### src/rtl/serial_subtractor.sv
// rtl/serial_subtractor.sv - bit-serial A - B - borrow-in subtractor, LSB first, one bit per clock
module serial_subtractor #(
    parameter int WIDTH = 4
) (
    input  logic             i_clk,
    input  logic             i_rst_n,
    input  logic             i_start,
    input  logic [WIDTH-1:0] i_a,
    input  logic [WIDTH-1:0] i_b,
    input  logic             i_borrow,
    output logic             o_busy,
    output logic             o_done,
    output logic [WIDTH-1:0] o_diff,
    output logic             o_borrow,
    output logic             o_ovf
);

    localparam int CW = (WIDTH > 2) ? $clog2(WIDTH) : 1;
    localparam logic [CW-1:0] LAST_BIT = CW'(WIDTH - 1);

    typedef enum logic [1:0] {
        IDLE = 2'd0,
        SUB  = 2'd1,
        DONE = 2'd2
    } state_t;

    state_t           state_q, state_d;
    logic [WIDTH-1:0] a_q, a_d;
    logic [WIDTH-1:0] b_q, b_d;
    logic [WIDTH-1:0] res_q, res_d;
    logic [CW-1:0]    cnt_q, cnt_d;
    logic             br_q, br_d;
    logic [WIDTH-1:0] diff_q, diff_d;
    logic             borrow_q, borrow_d;
    logic             ovf_q, ovf_d;

    logic bit_diff;
    logic br_next;
    logic load;

    assign bit_diff = a_q[0] ^ b_q[0] ^ br_q;
    assign br_next  = (~a_q[0] & b_q[0]) | (~(a_q[0] ^ b_q[0]) & br_q);

    // DONE also accepts a start so a held i_start sustains one operation per WIDTH+1 cycles.
    assign load = i_start && ((state_q == IDLE) || (state_q == DONE));

    always_comb begin
        state_d  = state_q;
        a_d      = a_q;
        b_d      = b_q;
        res_d    = res_q;
        cnt_d    = cnt_q;
        br_d     = br_q;
        diff_d   = diff_q;
        borrow_d = borrow_q;
        ovf_d    = ovf_q;

        case (state_q)
            SUB: begin
                a_d   = {1'b0, a_q[WIDTH-1:1]};
                b_d   = {1'b0, b_q[WIDTH-1:1]};
                res_d = {bit_diff, res_q[WIDTH-1:1]};
                br_d  = br_next;
                cnt_d = cnt_q + CW'(1);
                if (cnt_q == LAST_BIT) begin
                    // br_q is the borrow into the MSB on this edge.
                    diff_d   = {bit_diff, res_q[WIDTH-1:1]};
                    borrow_d = br_next;
                    ovf_d    = br_q ^ br_next;
                    state_d  = DONE;
                end
            end
            DONE: begin
                state_d = IDLE;
            end
            default: begin
                state_d = IDLE;
            end
        endcase

        if (load) begin
            a_d     = i_a;
            b_d     = i_b;
            br_d    = i_borrow;
            res_d   = '0;
            cnt_d   = '0;
            state_d = SUB;
        end
    end

    always_ff @(posedge i_clk or negedge i_rst_n) begin
        if (!i_rst_n) begin
            state_q  <= IDLE;
            a_q      <= '0;
            b_q      <= '0;
            res_q    <= '0;
            cnt_q    <= '0;
            br_q     <= 1'b0;
            diff_q   <= '0;
            borrow_q <= 1'b0;
            ovf_q    <= 1'b0;
        end else begin
            state_q  <= state_d;
            a_q      <= a_d;
            b_q      <= b_d;
            res_q    <= res_d;
            cnt_q    <= cnt_d;
            br_q     <= br_d;
            diff_q   <= diff_d;
            borrow_q <= borrow_d;
            ovf_q    <= ovf_d;
        end
    end

    assign o_busy   = (state_q == SUB);
    assign o_done   = (state_q == DONE);
    assign o_diff   = diff_q;
    assign o_borrow = borrow_q;
    assign o_ovf    = ovf_q;

endmodule

### config.mk
export PLATFORM = sky130hd
export DESIGN_NAME = serial_subtractor
export DESIGN_NICKNAME = d
export VERILOG_FILES = /design/src/rtl/serial_subtractor.sv
export SDC_FILE = /design/constraint.sdc
export NUM_CORES = 1
export LEC_CHECK = 0
export BUFFER_PORTS_ARGS = -buffer_cell sky130_fd_sc_hd__buf_2
export CORE_UTILIZATION = 51
export CTS_BUF_LIST = sky130_fd_sc_hd__clkbuf_8
export DETAILED_ROUTE_END_ITERATION = 10
export PLACE_DENSITY_LB_ADDON = 0.1
export SETUP_SLACK_MARGIN = 0.05
export SLEW_MARGIN = 20
export SYNTH_ARGS = -nofsm -noshare
export SYNTH_HDL_FRONTEND = slang
export SYNTH_SLANG_ARGS = --single-unit
### constraint.sdc
create_clock -name i_clk -period 1.4 [get_ports i_clk]
set_clock_uncertainty 0.05 [all_clocks]
set_input_delay 0 -clock i_clk [delete_from_list [all_inputs] [get_ports i_clk]]
set_output_delay 0 -clock i_clk [all_outputs]
set_load 0.02 [all_outputs]
==> impl_summary.log, run 1 <==
INFO  metric run_status = finished, violations left
INFO  metric violations = negative hold slack, negative setup slack
INFO  metric cts_inserted_buffers = 3
INFO  metric timing.critical_path.fanout_max = 2
INFO  metric critPathTopFamily = adder cells
INFO  metric timing.slew.headroom = 68.0%
INFO  metric power_frac_clock = 14.1%
INFO  metric fin_area = 0.00142 mm²
INFO  metric total_power = 3.19 mW
INFO  metric timing.setup.critical_path_class = reg -> reg
INFO  metric fp.coreArea = 0.00202 mm²
INFO  metric regToRegEndpoint = res_q[3]
INFO  metric total_placed_instance_area = 0.00125 mm²
INFO  metric synthSimpleGateAreaFrac = 9.99%
INFO  metric die_area = 0.00240 mm²
INFO  metric min_path_cells = 3
INFO  metric detail_route.wl_per_cell = 13.2 µm
INFO  metric cts.reportedPaths.clkPinSlew = 0.08 ns
INFO  metric synth-adder-area-share = 2.89%
INFO  metric synth_xor_xnor_area_share = 1.55%
INFO  metric transition_time_at_the_pin_with_the_least_slew_margin = 0.481 ns
INFO  metric synth-async-reset-ratio = 100%
INFO  metric route.final.wire_length = 2.04 mm
INFO  metric syn_nets = 108
INFO  metric place_hpwl = 1.37 mm
INFO  metric synthesis.instances = 94
INFO  metric postLayoutSetupSlackWorst = -0.121 ns
INFO  metric crit_path_dat = 1.62 ns
INFO  metric finish.cell_count_without_fillers = 155
INFO  metric synth_ff_type = dfrtp_1
INFO  metric holdWs = -0.00229 ns
INFO  metric max_freq = 657 MHz
INFO  metric hold_viol = 1
INFO  metric synth-warning-count = 0
INFO  metric post_drt_via_cell_ratio = 5.18
INFO  metric cell_types_with_the_highest_counts_after_synthesis = dfrtp_1 (22), a21oi_1 (9), a211oi_1 (7), mux2i_1 (7)
INFO  metric cp-end-kind = register
INFO  metric cts_max_path_buffers = 2
INFO  metric finalWeightedCongestion = 0.730
INFO  metric final_layout_size_suffix_gt1_share = 34.4%
INFO  metric grt_setup_unrepaired = true
INFO  metric grt_antenna_before_repair = 0
INFO  metric synth.ff_latch_count = 22
INFO  metric crit_path_cell_trace = inv_2 > fa_1 > mux2_2 > a22o_1
INFO  metric syn_area_per_cell = 12.0 µm²
INFO  metric place_ws = -0.133 ns
INFO  metric fraction_of_the_mapped_netlist_area_in_compound_gates = 14.3%
INFO  metric worst_voltage_drop_across_the_vdd_grid = 1.26 mV
INFO  metric power_report.internal_total = 2.04 mW
INFO  metric power_leakage = 0.685 nW
INFO  metric grt_overflow_total = 0
INFO  metric syn_area = 0.00113 mm²
INFO  metric drc = 0
INFO  metric worstHoldStart = i_b[3]
INFO  metric dominant_combinational_cell_family_by_area_after_synthesis = multiplexers
INFO  metric power_switching = 1.15 mW
INFO  metric layout.core_utilization = 70.0%
INFO  metric clockRootBuffer = clkbuf_8
INFO  metric timing.hold.worst_endpoint = b_q[3]
INFO  metric min-delay-path-class = in -> reg
INFO  metric core.rowCount = 16
INFO  metric timing.max_cap.violations = 0
INFO  metric initial_utilization = 55.8%
INFO  metric die_outline_width = 49.0 µm
INFO  metric synth.yosys.seq_area_share = 48.8%
INFO  metric cts_sinks = 22
INFO  metric final.period_utilization = 109%
INFO  metric placed_cells_incl_taps = 140
INFO  metric combPwrFrac = 49.5%
INFO  metric antenna_left = 0
INFO  metric grt_first_pass_wirelength = 3.67 mm
INFO  metric n_antenna_cell = 0
INFO  metric synth_area_leaders = dfrtp_1 (49%), mux2_4 (6.7%), mux2i_1 (6.2%)
INFO  metric layout-area-overhead-vs-synth = 25.6%
INFO  metric synth_top_cell_by_area = dfrtp_1
INFO  metric timing.final.setup_violations = 1
INFO  metric netlist.area_leader.share = 48.8%
INFO  metric crit_path_top_delay_cell = fa_1
INFO  metric slew_viol_final = 0
INFO  metric worst_path_largest_cell_delay = 0.47 ns
INFO  metric worstReg2RegStart = b_q[0]
INFO  metric clock_tree_from_tritoncts = yes
INFO  metric r2r.worst_path.cells = 4
INFO  metric pwr_dens = 2250 mW/mm²
INFO  metric grt_pass1_vias = 826
INFO  metric die_y = 49.0 µm
INFO  metric cell_with_the_most_instances_after_synthesis = dfrtp_1
INFO  metric clkLatencyLatePin = 0.26 ns
INFO  metric ys_types = 23
INFO  metric top_level_ports = 20
INFO  metric count_of_flip_flops_with_a_built_in_enable_after_synthesis = 0
INFO  metric power_frac_seq = 36.4%
INFO  metric power_switching_share = 36.0%
INFO  metric dr.pass1.iters = 4
INFO  metric num-nets-final = 143
INFO  metric tns = -0.121 ns
INFO  metric synth.mux.area_fraction = 16.9%
INFO  metric maximum_number_of_pins_on_one_net_before_global_route_repair = 23
INFO  metric timing.final.crit_period = 1.52 ns
INFO  metric critPathRequiredTime = 1.50 ns
INFO  metric r2r_slack = -0.12 ns
INFO  metric initialDrtViolationCount = 5
INFO  metric critical_path.startpoint_type = register
INFO  metric worstPathBufferInverterCount = 1
INFO  metric gr_usage_total = 20.1%
INFO  metric detailroute.via_count = 803
INFO  metric htree_levels = 1
INFO  metric port_buffers = 19
cell usage in the layout, fill, tap and decap left out, types with 3 or more instances in the layout:
cell type      netlist  layout
a211oi_1             7       7
a21oi_1              9       9
a22o_1               5       5
and2b_1              4       4
buf_2                2      19
buf_4                2       8
clkbuf_8             0       4
dfrtp_1             22      20
dlygate4sd3_1        0       9
inv_1                4       3
mux2_2               4       4
mux2_4               5       5
mux2i_1              7       7
nor2_1               3       3
nor2b_1              5       5
o21ai_0              4       4
worst min-delay path, cell delays in order:
cell	delay [ns]
buf_2	0.08
mux2i_1	0.05
o21ai_0	0.14
sequential cells by signal, summed over array words and instances, names as in the netlist:
| signal | count |
|---|---|
| a_q | 4 |
| b_q | 4 |
| br_q | 1 |
| cnt_q | 2 |
| o_borrow | 1 |
| o_diff | 4 |
| o_ovf | 1 |
| res_q | 3 |
| state_q | 2 |
cell type report:
type / instances / area (µm²)
clock buffer: 4 / 55.1
inverter: 4 / 15.0
multi-input combinational: 62 / 514
sequential: 22 / 553
timing repair buffer: 36 / 245
fill: 145 / 606
tap: 27 / 33.8
how the worst max path moves through the flow:
| stage | startpoint | to | cells after the start |
|---|---|---|---|
| 2_1_floorplan | a_q[0] | res_q[3] | 3 |
| 3_3_place_gp | a_q[0] | res_q[3] | 3 |
| 3_5_place_dp | b_q[0] | res_q[3] | 4 |
| 4_1_cts | b_q[0] | res_q[3] | 4 |
| 5_1_grt | b_q[0] | res_q[3] | 4 |
| 6_report | b_q[0] | res_q[3] | 4 |
timing repair:
item | 4_1_cts | 5_1_grt
buffers inserted | 1 | 1
pin swaps | 1 | 3
gates resized for setup | 2 | 1
setup endpoints to repair | 5 | 6
hold buffers | 9 | 0
endpoints found under the hold margin | 30 | 0
metal layers:
| metal | global-route usage, % | vias up | routed length [µm] |
|---|---|---|---|
| met2 | 33.1 | 20 | 993 |
| li1 | - | 399 | - |
| met5 | 0 | - | 0 |
| met4 | 7.35 | 0 | 36 |
| met1 | 26.1 | 380 | 950 |
| met3 | 4.36 | 4 | 62 |
cells by family (layout without fill, tap and decap cells):
kind of cell	Yosys count	count (layout)
AOI/OAI and AO/OA	25	25
DFF	22	22
and+or+nand+nor	17	17
muxes	16	16
buffers and inverters	10	44
adders and majority gates	2	2
xor gates and xnor gates	2	2
power by group through the flow:
| stage | combinational (mW) | clock (mW) | sequential [mW] |
|---|---|---|---|
| 6_report | 1.58 | 0.448 | 1.16 |
| 3_5_place_dp | 1.52 | 0 | 1.18 |
| 2_1_floorplan | 1.11 | 0 | 1.20 |
| 3_3_place_gp | 1.44 | 0 | 1.16 |
| 5_1_grt | 1.75 | 0.485 | 1.21 |
| 4_1_cts | 1.57 | 0.453 | 1.16 |
Power figures use the tool's default switching activity.
==> inputs of run 2 (changes only) <==
--- a/config.mk
+++ b/config.mk
@@ -5,13 +5,13 @@
 export SDC_FILE = /design/constraint.sdc
 export NUM_CORES = 1
 export LEC_CHECK = 0
-export BUFFER_PORTS_ARGS = -buffer_cell sky130_fd_sc_hd__buf_2
+export BUFFER_PORTS_ARGS = -buffer_cell sky130_fd_sc_hd__buf_4
+export CORE_MARGIN = 2
 export CORE_UTILIZATION = 51
 export CTS_BUF_LIST = sky130_fd_sc_hd__clkbuf_8
 export DETAILED_ROUTE_END_ITERATION = 10
 export PLACE_DENSITY_LB_ADDON = 0.1
 export SETUP_SLACK_MARGIN = 0.05
-export SLEW_MARGIN = 20
 export SYNTH_ARGS = -nofsm -noshare
 export SYNTH_HDL_FRONTEND = slang
 export SYNTH_SLANG_ARGS = --single-unit
==> run 2 against run 1 <==
Compared with the run above:
- the flow finishes with violations (negative setup slack)
- non-clock buffer count increased by 4
- sequential cell count unchanged
- core utilization is 0.83 points higher
- sequential power barely moved
- clock power grew 30%
- worst hold slack better by 0.089 ns
- cell area up 7.5%
- combinational power is 13% higher
- sequential share of layout area shrank 2.7 points
- count of clock-buffer cells in the layout decreased by 1
==> impl_summary.log, run 2 (synthesis results as in run 1) <==
INFO  metric run_status = finished, violations left (unchanged)
INFO  metric violations = negative setup slack (was negative hold slack, negative setup slack)
INFO  metric final_cell_mix = buf_4 (29), dfrtp_1 (20), dlygate4sd3_1 (10) (was dfrtp_1 (20), buf_2 (19), a21oi_1 (9), dlygate4sd3_1 (9), buf_4 (8))
INFO  metric critical_path.startpoint_type = register (unchanged)
INFO  metric crit_path_dat = 1.61 ns (was 1.62 ns)
INFO  metric crit_path_cell_trace = inv_2 > fa_2 > mux2_2 > a22o_1 (was inv_2 > fa_1 > mux2_2 > a22o_1)
INFO  metric antenna_left = 0 (unchanged)
INFO  metric cts_sinks = 22 (unchanged)
INFO  metric worst_path_largest_cell_delay = 0.42 ns (was 0.47 ns)
INFO  metric wl_met1 = 959 µm (was 950 µm)
INFO  metric timing.critical_path.fanout_max = 2 (unchanged)
INFO  metric hold_viol = 0 (was 1)
INFO  metric timing.setup.critical_path_class = reg -> reg (unchanged)
INFO  metric met2_length = 1.09 mm (was 993 µm)
INFO  metric critPathRequiredTime = 1.50 ns (about the same)
INFO  metric crit_path_top_delay_cell = fa_2 (was fa_1)
INFO  metric initialDrtViolationCount = 5 (unchanged)
INFO  metric worst_voltage_drop_across_the_vdd_grid = 1.22 mV (was 1.26 mV)
INFO  metric slew_viol_final = 0 (unchanged)
INFO  metric grt_first_pass_wirelength = 3.88 mm (was 3.67 mm)
INFO  metric final.period_utilization = 108% (was 109%)
INFO  metric detailroute.via_count = 792 (was 803)
INFO  metric clkLatencyLatePin = 0.26 ns (about the same)
INFO  metric fp.coreArea = 0.00215 mm² (was 0.00202 mm²)
INFO  metric finalWeightedCongestion = 0.705 (was 0.730)
INFO  metric initial_utilization = 52.5% (was 55.8%)
INFO  metric n_antenna_cell = 0 (unchanged)
INFO  metric timing.final.crit_period = 1.51 ns (was 1.52 ns)
INFO  metric postLayoutSetupSlackWorst = -0.111 ns (was -0.121 ns)
INFO  metric layout.core_utilization = 70.9% (was 70.0%)
INFO  metric leading_cell_type_in_the_layout_fill_and_taps_excluded = buf_4 (was dfrtp_1)
INFO  metric dr.pass1.iters = 2 (was 4)
INFO  metric port_buffers = 19 (unchanged)
INFO  metric tns = -0.141 ns (was -0.121 ns)
INFO  metric clockRootBuffer = clkbuf_8 (unchanged)
INFO  metric core.rowCount = 17 (was 16)
INFO  metric place_ws = -0.101 ns (was -0.133 ns)
INFO  metric die_outline_width = 51.0 µm (was 49.0 µm)
INFO  metric detail_route_met3_wl = 66 µm (was 62 µm)
INFO  metric drc = 0 (unchanged)
INFO  metric grt_setup_unrepaired = true (unchanged)
INFO  metric detail_route.wl_per_cell = 13.4 µm (was 13.2 µm)
INFO  metric top_level_ports = 20 (unchanged)
INFO  metric timing.max_cap.violations = 0 (unchanged)
INFO  metric min-delay-path-class = in -> reg (unchanged)
INFO  metric power_leakage = 0.725 nW (was 0.685 nW)
INFO  metric holdWs = 0.0870 ns (was -0.00229 ns)
INFO  metric grt_pass1_vias = 870 (was 826)
INFO  metric htree_levels = 1 (unchanged)
INFO  metric final_layout_size_suffix_gt1_share = 37.9% (was 34.4%)
INFO  metric topRoutingLayerUsed = met4 (unchanged)
INFO  metric finish.cell_count_without_fillers = 160 (was 155)
INFO  metric layout-area-overhead-vs-synth = 35.1% (was 25.6%)
INFO  metric grt_overflow_total = 0 (unchanged)
INFO  metric cts.reportedPaths.clkPinSlew = 0.08 ns (about the same)
INFO  metric die_y = 51.0 µm (was 49.0 µm)
INFO  metric cts_max_path_buffers = 2 (unchanged)
INFO  metric pwr_dens = 2310 mW/mm² (was 2250 mW/mm²)
INFO  metric gr_usage_total = 20.1% (about the same)
INFO  metric timing.final.setup_violations = 2 (was 1)
INFO  metric transition_time_at_the_pin_with_the_least_slew_margin = 0.445 ns (was 0.481 ns)
INFO  metric grt_antenna_before_repair = 0 (unchanged)
INFO  metric cp-end-kind = register (unchanged)
INFO  metric clock_tree_from_tritoncts = yes (unchanged)
INFO  metric timing.slew.headroom = 70.2% (was 68.0%)
INFO  metric placed_cells_incl_taps = 142 (was 140)
INFO  metric num-nets-final = 147 (was 143)
INFO  metric max_freq = 662 MHz (was 657 MHz)
INFO  metric post_drt_via_cell_ratio = 4.95 (was 5.18)
INFO  metric cts_inserted_buffers = 3 (unchanged)
INFO  metric place_hpwl = 1.40 mm (was 1.37 mm)
INFO  metric maximum_number_of_pins_on_one_net_before_global_route_repair = 23 (unchanged)
INFO  metric route.final.wire_length = 2.15 mm (was 2.04 mm)
INFO  metric die_area = 0.00260 mm² (was 0.00240 mm²)
==> run 2: changes by cell type in the layout (fill, tap and decap cells not counted), sizes merged <==
cell,before,now
buf,27,30
bufinv,0,1
clkbuf,4,3
dlygate4sd3,9,10
==> run 2: per-layer routing <==
| layer | global-route usage, % | up-vias |
|---|---|---|
| met2 | 33.8 | 14 |
| li1 | - | 407 |
| met1 | 25.5 | 367 |
| met3 | 3.51 | 4 |
| met5 | 0 | - |
| met4 | 8.11 | 0 |
==> run 2: timing repair <==
| action | 4_1_cts | 5_1_grt |
|---|---|---|
| endpoints found under the setup margin | 5 | 7 |
| hold buffers | 10 | 0 |
| pin swaps | 1 | 3 |
| gates cloned | 0 | 0 |
| gates resized for setup | 2 | 6 |
| setup buffers | 2 | 2 |
| endpoints found under the hold margin | 31 | 0 |
==> run 2: final cells by class <==
type / instances / area (µm²)
clock buffer: 3 / 41.3
inverter: 4 / 15.0
fill: 172 / 626
tap: 28 / 35.0
multi-input combinational: 62 / 519
timing repair buffer: 40 / 329
clock inverter: 1 / 30.0
sequential: 22 / 553
==> run 2: final timing paths <==
path / slack, ns / startpoint / cells past startpoint / end
setup reg to reg: -0.11 / b_q[0] / 4 / res_q[3]
min in group asynchronous: 0.12 / i_rst_n / 2 / res_q[3]
max in group asynchronous: 0.94 / i_rst_n / 2 / state_q[0]
hold / removal: 0.09 / i_start / 3 / a_q[3]
setup / recovery: -0.11 / b_q[0] / 4 / res_q[3]
hold reg to reg: 0.45 / o_borrow / 2 / o_borrow
==> run 2: power breakdown <==
group	switching, mW	internal [mW]	total (mW)
logic	0.763	1.02	1.78
clock network	0.202	0.382	0.584
registers	0.222	0.934	1.16
==> run 2: per-stage QoR <==
stage	power (mW)	cell area (µm²)
finish	3.52	1520
global route	3.82	1520
CTS	3.43	1500
detailed placement	2.77	1310
global placement	2.69	1310
floorplan	2.31	1130
==> run 2: critical path: cells and delay by family (launching register included) <==
| kind | cells | cell delay (ns) |
|---|---|---|
| adders and majority gates | 1 | 0.42 |
| DFF | 1 | 0.40 |
| muxes | 1 | 0.28 |
| AOI/OAI and AO/OA | 1 | 0.19 |
| buffers and inverters | 1 | 0.07 |
